<file path="src/rtl/f2_pkg.sv">
// Shared F2 definitions: function codes, default operand width and the
// packed operation bundle carried from dispatch into the F2 unit.
package f2_pkg;

  typedef enum logic [1:0] {
    F2_ABS    = 2'd0,
    F2_MINMAX = 2'd1,
    F2_SHR3   = 2'd2,
    F2_ZERO   = 2'd3
  } f2_func_e;

  localparam int F2_WIDTH = 32;

  // {f, in0, in1, in2} flattened width for a given operand width.
  function automatic int f2_bundle_w(input int w);
    return 2 + 3 * w;
  endfunction

  localparam int F2_BUNDLE_W = f2_bundle_w(F2_WIDTH);

  typedef struct packed {
    logic [1:0]          f;
    logic [F2_WIDTH-1:0] in0;
    logic [F2_WIDTH-1:0] in1;
    logic [F2_WIDTH-1:0] in2;
  } f2_bundle_t;

endpackage

</file>
<file path="src/rtl/f2_bundle_mem.sv">
// Bundle storage for the F2 issue queue: one write port, one async read port.
// Contents are deliberately not reset; validity is tracked by the queue.
module f2_bundle_mem #(
  parameter int BW    = 98,
  parameter int DEPTH = 4,
  parameter int AW    = $clog2(DEPTH)
) (
  input  logic          clk,
  input  logic          we,
  input  logic [AW-1:0] waddr,
  input  logic [BW-1:0] wdata,
  input  logic [AW-1:0] raddr,
  output logic [BW-1:0] rdata
);

  logic [BW-1:0] mem_q [DEPTH];

  always_ff @(posedge clk) begin
    if (we) mem_q[waddr] <= wdata;
  end

  assign rdata = mem_q[raddr];

endmodule

</file>
<file path="src/rtl/f2_op_queue.sv">
// Operand issue queue in front of the F2 unit: buffers up to DEPTH bundles
// and presents the oldest one with its own valid/ready handshake.
module f2_op_queue
  import f2_pkg::*;
#(
  parameter int WIDTH = F2_WIDTH,
  parameter int DEPTH = 4
) (
  input  logic                     clk,
  input  logic                     rst_n,
  input  logic                     flush,
  input  logic                     in_valid,
  output logic                     in_ready,
  input  logic [1:0]               in_f,
  input  logic [WIDTH-1:0]         in_in0,
  input  logic [WIDTH-1:0]         in_in1,
  input  logic [WIDTH-1:0]         in_in2,
  output logic                     out_valid,
  input  logic                     out_ready,
  output logic [1:0]               out_f,
  output logic [WIDTH-1:0]         out_in0,
  output logic [WIDTH-1:0]         out_in1,
  output logic [WIDTH-1:0]         out_in2,
  output logic [$clog2(DEPTH):0]   count
);

  localparam int PW = $clog2(DEPTH);
  localparam int CW = PW + 1;
  localparam int BW = f2_bundle_w(WIDTH);

  logic [PW-1:0] wr_ptr_q, wr_ptr_d, rd_ptr_q, rd_ptr_d;
  logic [CW-1:0] count_q, count_d;
  logic          push, pop;
  logic [BW-1:0] wr_bundle, rd_bundle;

  // No push-when-full-with-pop: a freed slot only opens on the next cycle.
  assign in_ready  = rst_n & ~flush & (count_q != CW'(DEPTH));
  assign out_valid = (count_q != '0);
  assign push      = in_valid & in_ready;
  assign pop       = out_valid & out_ready;

  always_comb begin
    wr_ptr_d = wr_ptr_q;
    rd_ptr_d = rd_ptr_q;
    count_d  = count_q;
    if (flush) begin
      wr_ptr_d = '0;
      rd_ptr_d = '0;
      count_d  = '0;
    end else begin
      if (push) wr_ptr_d = wr_ptr_q + PW'(1);
      if (pop)  rd_ptr_d = rd_ptr_q + PW'(1);
      case ({push, pop})
        2'b10:   count_d = count_q + CW'(1);
        2'b01:   count_d = count_q - CW'(1);
        default: count_d = count_q;
      endcase
    end
  end

  always_ff @(posedge clk) begin
    if (!rst_n) begin
      wr_ptr_q <= '0;
      rd_ptr_q <= '0;
      count_q  <= '0;
    end else begin
      wr_ptr_q <= wr_ptr_d;
      rd_ptr_q <= rd_ptr_d;
      count_q  <= count_d;
    end
  end

  assign wr_bundle = {in_f, in_in0, in_in1, in_in2};

  f2_bundle_mem #(
    .BW    (BW),
    .DEPTH (DEPTH),
    .AW    (PW)
  ) u_mem (
    .clk   (clk),
    .we    (push),
    .waddr (wr_ptr_q),
    .wdata (wr_bundle),
    .raddr (rd_ptr_q),
    .rdata (rd_bundle)
  );

  // Stale storage is masked so an empty queue always shows zeros.
  assign {out_f, out_in0, out_in1, out_in2} = out_valid ? rd_bundle : '0;
  assign count = count_q;

endmodule

</file>
<file path="config.mk">
export PLATFORM = sky130hd
export DESIGN_NAME = f2_op_queue
export DESIGN_NICKNAME = d
export VERILOG_FILES = /design/src/rtl/f2_pkg.sv /design/src/rtl/f2_bundle_mem.sv /design/src/rtl/f2_op_queue.sv
export SDC_FILE = /design/constraint.sdc
export NUM_CORES = 1
export LEC_CHECK = 0
export ABC_AREA = 1
export CORE_MARGIN = 2
export CORE_UTILIZATION = 50
export CTS_CLUSTER_DIAMETER = 200
export DETAILED_ROUTE_END_ITERATION = 8
export GPL_TIMING_DRIVEN = 0
export PLACE_DENSITY = 0.72
export REMOVE_ABC_BUFFERS = 1
export SETUP_SLACK_MARGIN = 0.5
export SYNTH_ARGS = -nofsm -noshare
export SYNTH_HDL_FRONTEND = slang
export SYNTH_HIERARCHICAL = 1
export SYNTH_SLANG_ARGS = --single-unit
export TNS_END_PERCENT = 50
</file>
<file path="constraint.sdc">
create_clock -name clk -period 18.2 [get_ports clk]
set_input_delay 4.55 -clock clk [delete_from_list [all_inputs] [get_ports clk]]
set_output_delay 4.55 -clock clk [all_outputs]
set_load 0.01 [all_outputs]
</file>
==> summary.txt <==
Power and ir drop
  • Logic pwr share: 0.056
  • Leak pwr: 9.86 nW
  • Power Density: approximately 86 nW/um^2
  • Overall power: about 1.9 mW
  • Net Sw Frac: 0.197
  • Worst VDD drop: approximately 90 uV
  • Clock network fraction of design power: 0.401
  • Sw power: 0.370 mW
  • Seq pwr share: 0.544
  • Int Power: 1.51 mW

Timing
  • Worst Hold Margin: 0.535 ns
  • Endpoints failing hold: 0
  • Slew Limit Fails: 0
  • Tightest Pin Transition: 1.31 ns
  • Relative slew margins: 0.129
  • Final setup viols: 0
  • Fmax: 0.0924 GHz
  • Skew final: 0.0146 ns
  • Final worst-path cycle share: 0.595
  • Setup TNS: 0 ns
  • RSZ-0062 raised after global routing: no
  • Min Clock Period, post-route: 10.82 ns

Routing
  • # DRC: 0
  • Detailed-route via count: 11944
  • Remaining antenna violation count after routing: 0
  • Avg Vias per Cell: 4.75
  • Pre-antenna DRT Iters: 5
  • WL final: approximately 37 mm
  • Iter 0 DRT Violations: 658
  • Drt wl/cell: 14.6 um

Clocking
  • H-tree levels: 2
  • CTS resizes: 0
  • CTS max path bufs: 3
  • CTS tree: done
  • Clock Tree Root: clkbuf_16
  • Clock sinks: between 300 and 400
  • Post-cts hold buffer count: 0
  • Post-CTS setup buffers: 0
  • Worst-skew pair later-pin latency: 0.52 ns
  • Number of CTS-inserted buffers: 41
  • CTS clock-pin slew for the worst setup and hold paths: 0.05 ns

Min path
  • Worst-case hold path end point: wr_ptr_q[0]
  • Hold path depth: 2
  • Worst hold start: wr_ptr_q[0]
  • Min-delay worst type: register to register

Setup path
  • Worst r2r dst: u_mem/mem_q[1][93]
  • Crit path DAT: 6.27 ns
  • Required @ worst endpoint: 13.65 ns
  • CP Max Fanout: 8
  • Worst reg-to-reg path cell count: 9
  • Startpoint class of the critical path: input pin
  • Worst r2r src: count[0]
  • Reg2Reg Setup Slack: 15.54 ns
  • Crit end category: output pin
  • Crit Path Category: input pin to output pin

Global route
  • GRT Util Overall: 0.201
  • First-pass GRT wire length: 57.8 mm
  • GRT overflow: 0
  • Vias in the first global route: between 10000 and 15000
  • Pin count of the biggest net entering global routing: 101
  • Initial antenna violation count: 3

Floorplan
  • Area of the die: 37000 um^2
  • Die extent in x: around 190 um
  • Die H: about 190 um
  • Io pins: 206
  • Row count: 68
  • Core ar.: 34700 um^2
  • Initial Util: 0.510

Final layout
  • Layout cells sized above 1: 0.0564
  • Finished Core Util: 0.626
  • Nets: 2137
  • Area growth from synthesis to layout: 22.7%

Yosys
  • Post-synthesis xor/xnor area fraction: 0
  • Sequential area share after synthesis: 0.672
  • Syn. warnings: 6
  • Largest area contributor in the netlist: edfxtp_1
  • Multiplexer area fraction after synthesis: 0
  • Yosys reg bits: 399
  • Area share of fa/ha/maj cells after synthesis: 0.00184
  • Main combinational cell family by area after synthesis: simple AND/OR/NAND/NOR gates
  • Yosys cell types: 20
  • Complex-gate fraction of the synthesized area: 0.00198
  • Cells after synthesis: 1810
  • Synth top area share: 0.664
  • Area share of and/or/nand/nor cells after synthesis: 0.190
  • Mean cell area of the mapped netlist: 9.79 um^2
  • Post-Syn Area: 17700 um^2
  • Top cells by area, synth: edfxtp_1 66%, inv_1 11%, nand2_1 11%

Flow run
  • Max_cap viols: 0

Placed design
  • RePlAce Congestion: 0.734
  • Detailed placement HPWL: 22.7 mm
  • IO Port Bufs: 205

Run status
  • Result of the run: complete, no violations
-- power by group through the flow --
stage,Combinational (mW),Sequential [mW],Clock [mW]
6_report,0.104,1.02,0.752
5_1_grt,0.116,1.02,0.807
4_1_cts,0.106,1.02,0.769
3_5_place_dp,0.105,1.04,0
3_3_place_gp,0.100,1.05,0
2_1_floorplan,0.0391,1.04,0
-- stage by stage --
step / worst slack (ns) / instances / cell area, um^2
final: 7.38 / 2514 / 21700
after global routing: 7.28 / 2513 / 21700
after CTS: 7.39 / 2512 / 21700
after detailed placement: 7.38 / 2444 / 20500
after global placement: -0.795 / 2396 / 19900
after floorplan: 5.77 / 1736 / 17300
-- state kept, by name (all words and copies together) (netlist names) --
register	count
u_mem/mem_q	392
count	3
rd_ptr_q	2
wr_ptr_q	2
-- metal layers --
layer / share of wire / vias to the layer above / global-route usage
met3: 0.067 / 55 / 0.0437
li1: - / 5941 / -
met5: 0 / - / 0
met4: 0.019 / 0 / 0.0570
met1: 0.41 / 5652 / 0.243
met2: 0.50 / 296 / 0.360
-- worst max-delay path, stage by stage --
cell and delay (ns):
clkdlybuf4s50_1 0.45, inv_1 0.03, nor2_1 0.37, inv_1 0.12, a21oi_1 0.16, clkdlybuf4s50_1 0.58
-- worst max-delay path by stage --
stage / depth (start not counted) / start / endpoint / slack, ns
final: 6 / rst_n / in_ready / 7.38
after global placement: 7 / rst_n / u_mem/mem_q[2][15] / -0.80
after global routing: 6 / rst_n / in_ready / 7.28
after CTS: 6 / rst_n / in_ready / 7.39
after detailed placement: 6 / rst_n / in_ready / 7.38
after floorplan: 6 / rst_n / u_mem/mem_q[0][0] / 5.77
-- synthesized netlist by cell type --
cell	number
a21oi_1	5
buf_1	2
buf_2	38
buf_4	21
buf_6	6
clkbuf_1	7
dfxtp_1	7
edfxtp_1	392
fa_1	1
ha_1	1
inv_1	508
inv_4	3
nand2_1	506
nand2_4	1
nand3_1	200
nor2_1	95
nor2_2	10
nor2_4	1
nor3_1	4
o21ai_0	2
-- kinds of logic (layout without fill, tap and decap cells) --
kind of cell    count (synthesis)  in the layout
buf+inv                       585            832
other cells                     0              2
fa+ha+maj                       2              2
compound gates                  7              7
flops                         399            399
simple gates                  817            817
-- cell type report --
type	instances	area [um^2]
multi-input combinational	826	3450
inverter	511	1930
tap	455	569
clock inverter	16	118
sequential	399	11900
fill	2703	13000
antenna	2	5.00
clock buffer	52	1070
timing repair buffer	253	2680
-- cells in the final DEF (no fill, tap or decap), types with 2 or more instances in the layout --
master           instances
nor2_2                  10
buf_6                   36
nand3_1                200
diode_2                  2
nor3_2                   4
clkinv_1                10
nor2_1                  95
a21oi_1                  5
clkinv_2                 4
edfxtp_1               392
buf_16                   4
clkbuf_1                11
dfxtp_4                  2
buf_8                    7
clkbuf_16               41
bufinv_16                2
o21ai_0                  2
inv_4                    2
clkdlybuf4s50_1        205
inv_1                  508
nand2_1                506
dfxtp_1                  5
Note: power is estimated with default switching activity, not from simulation.
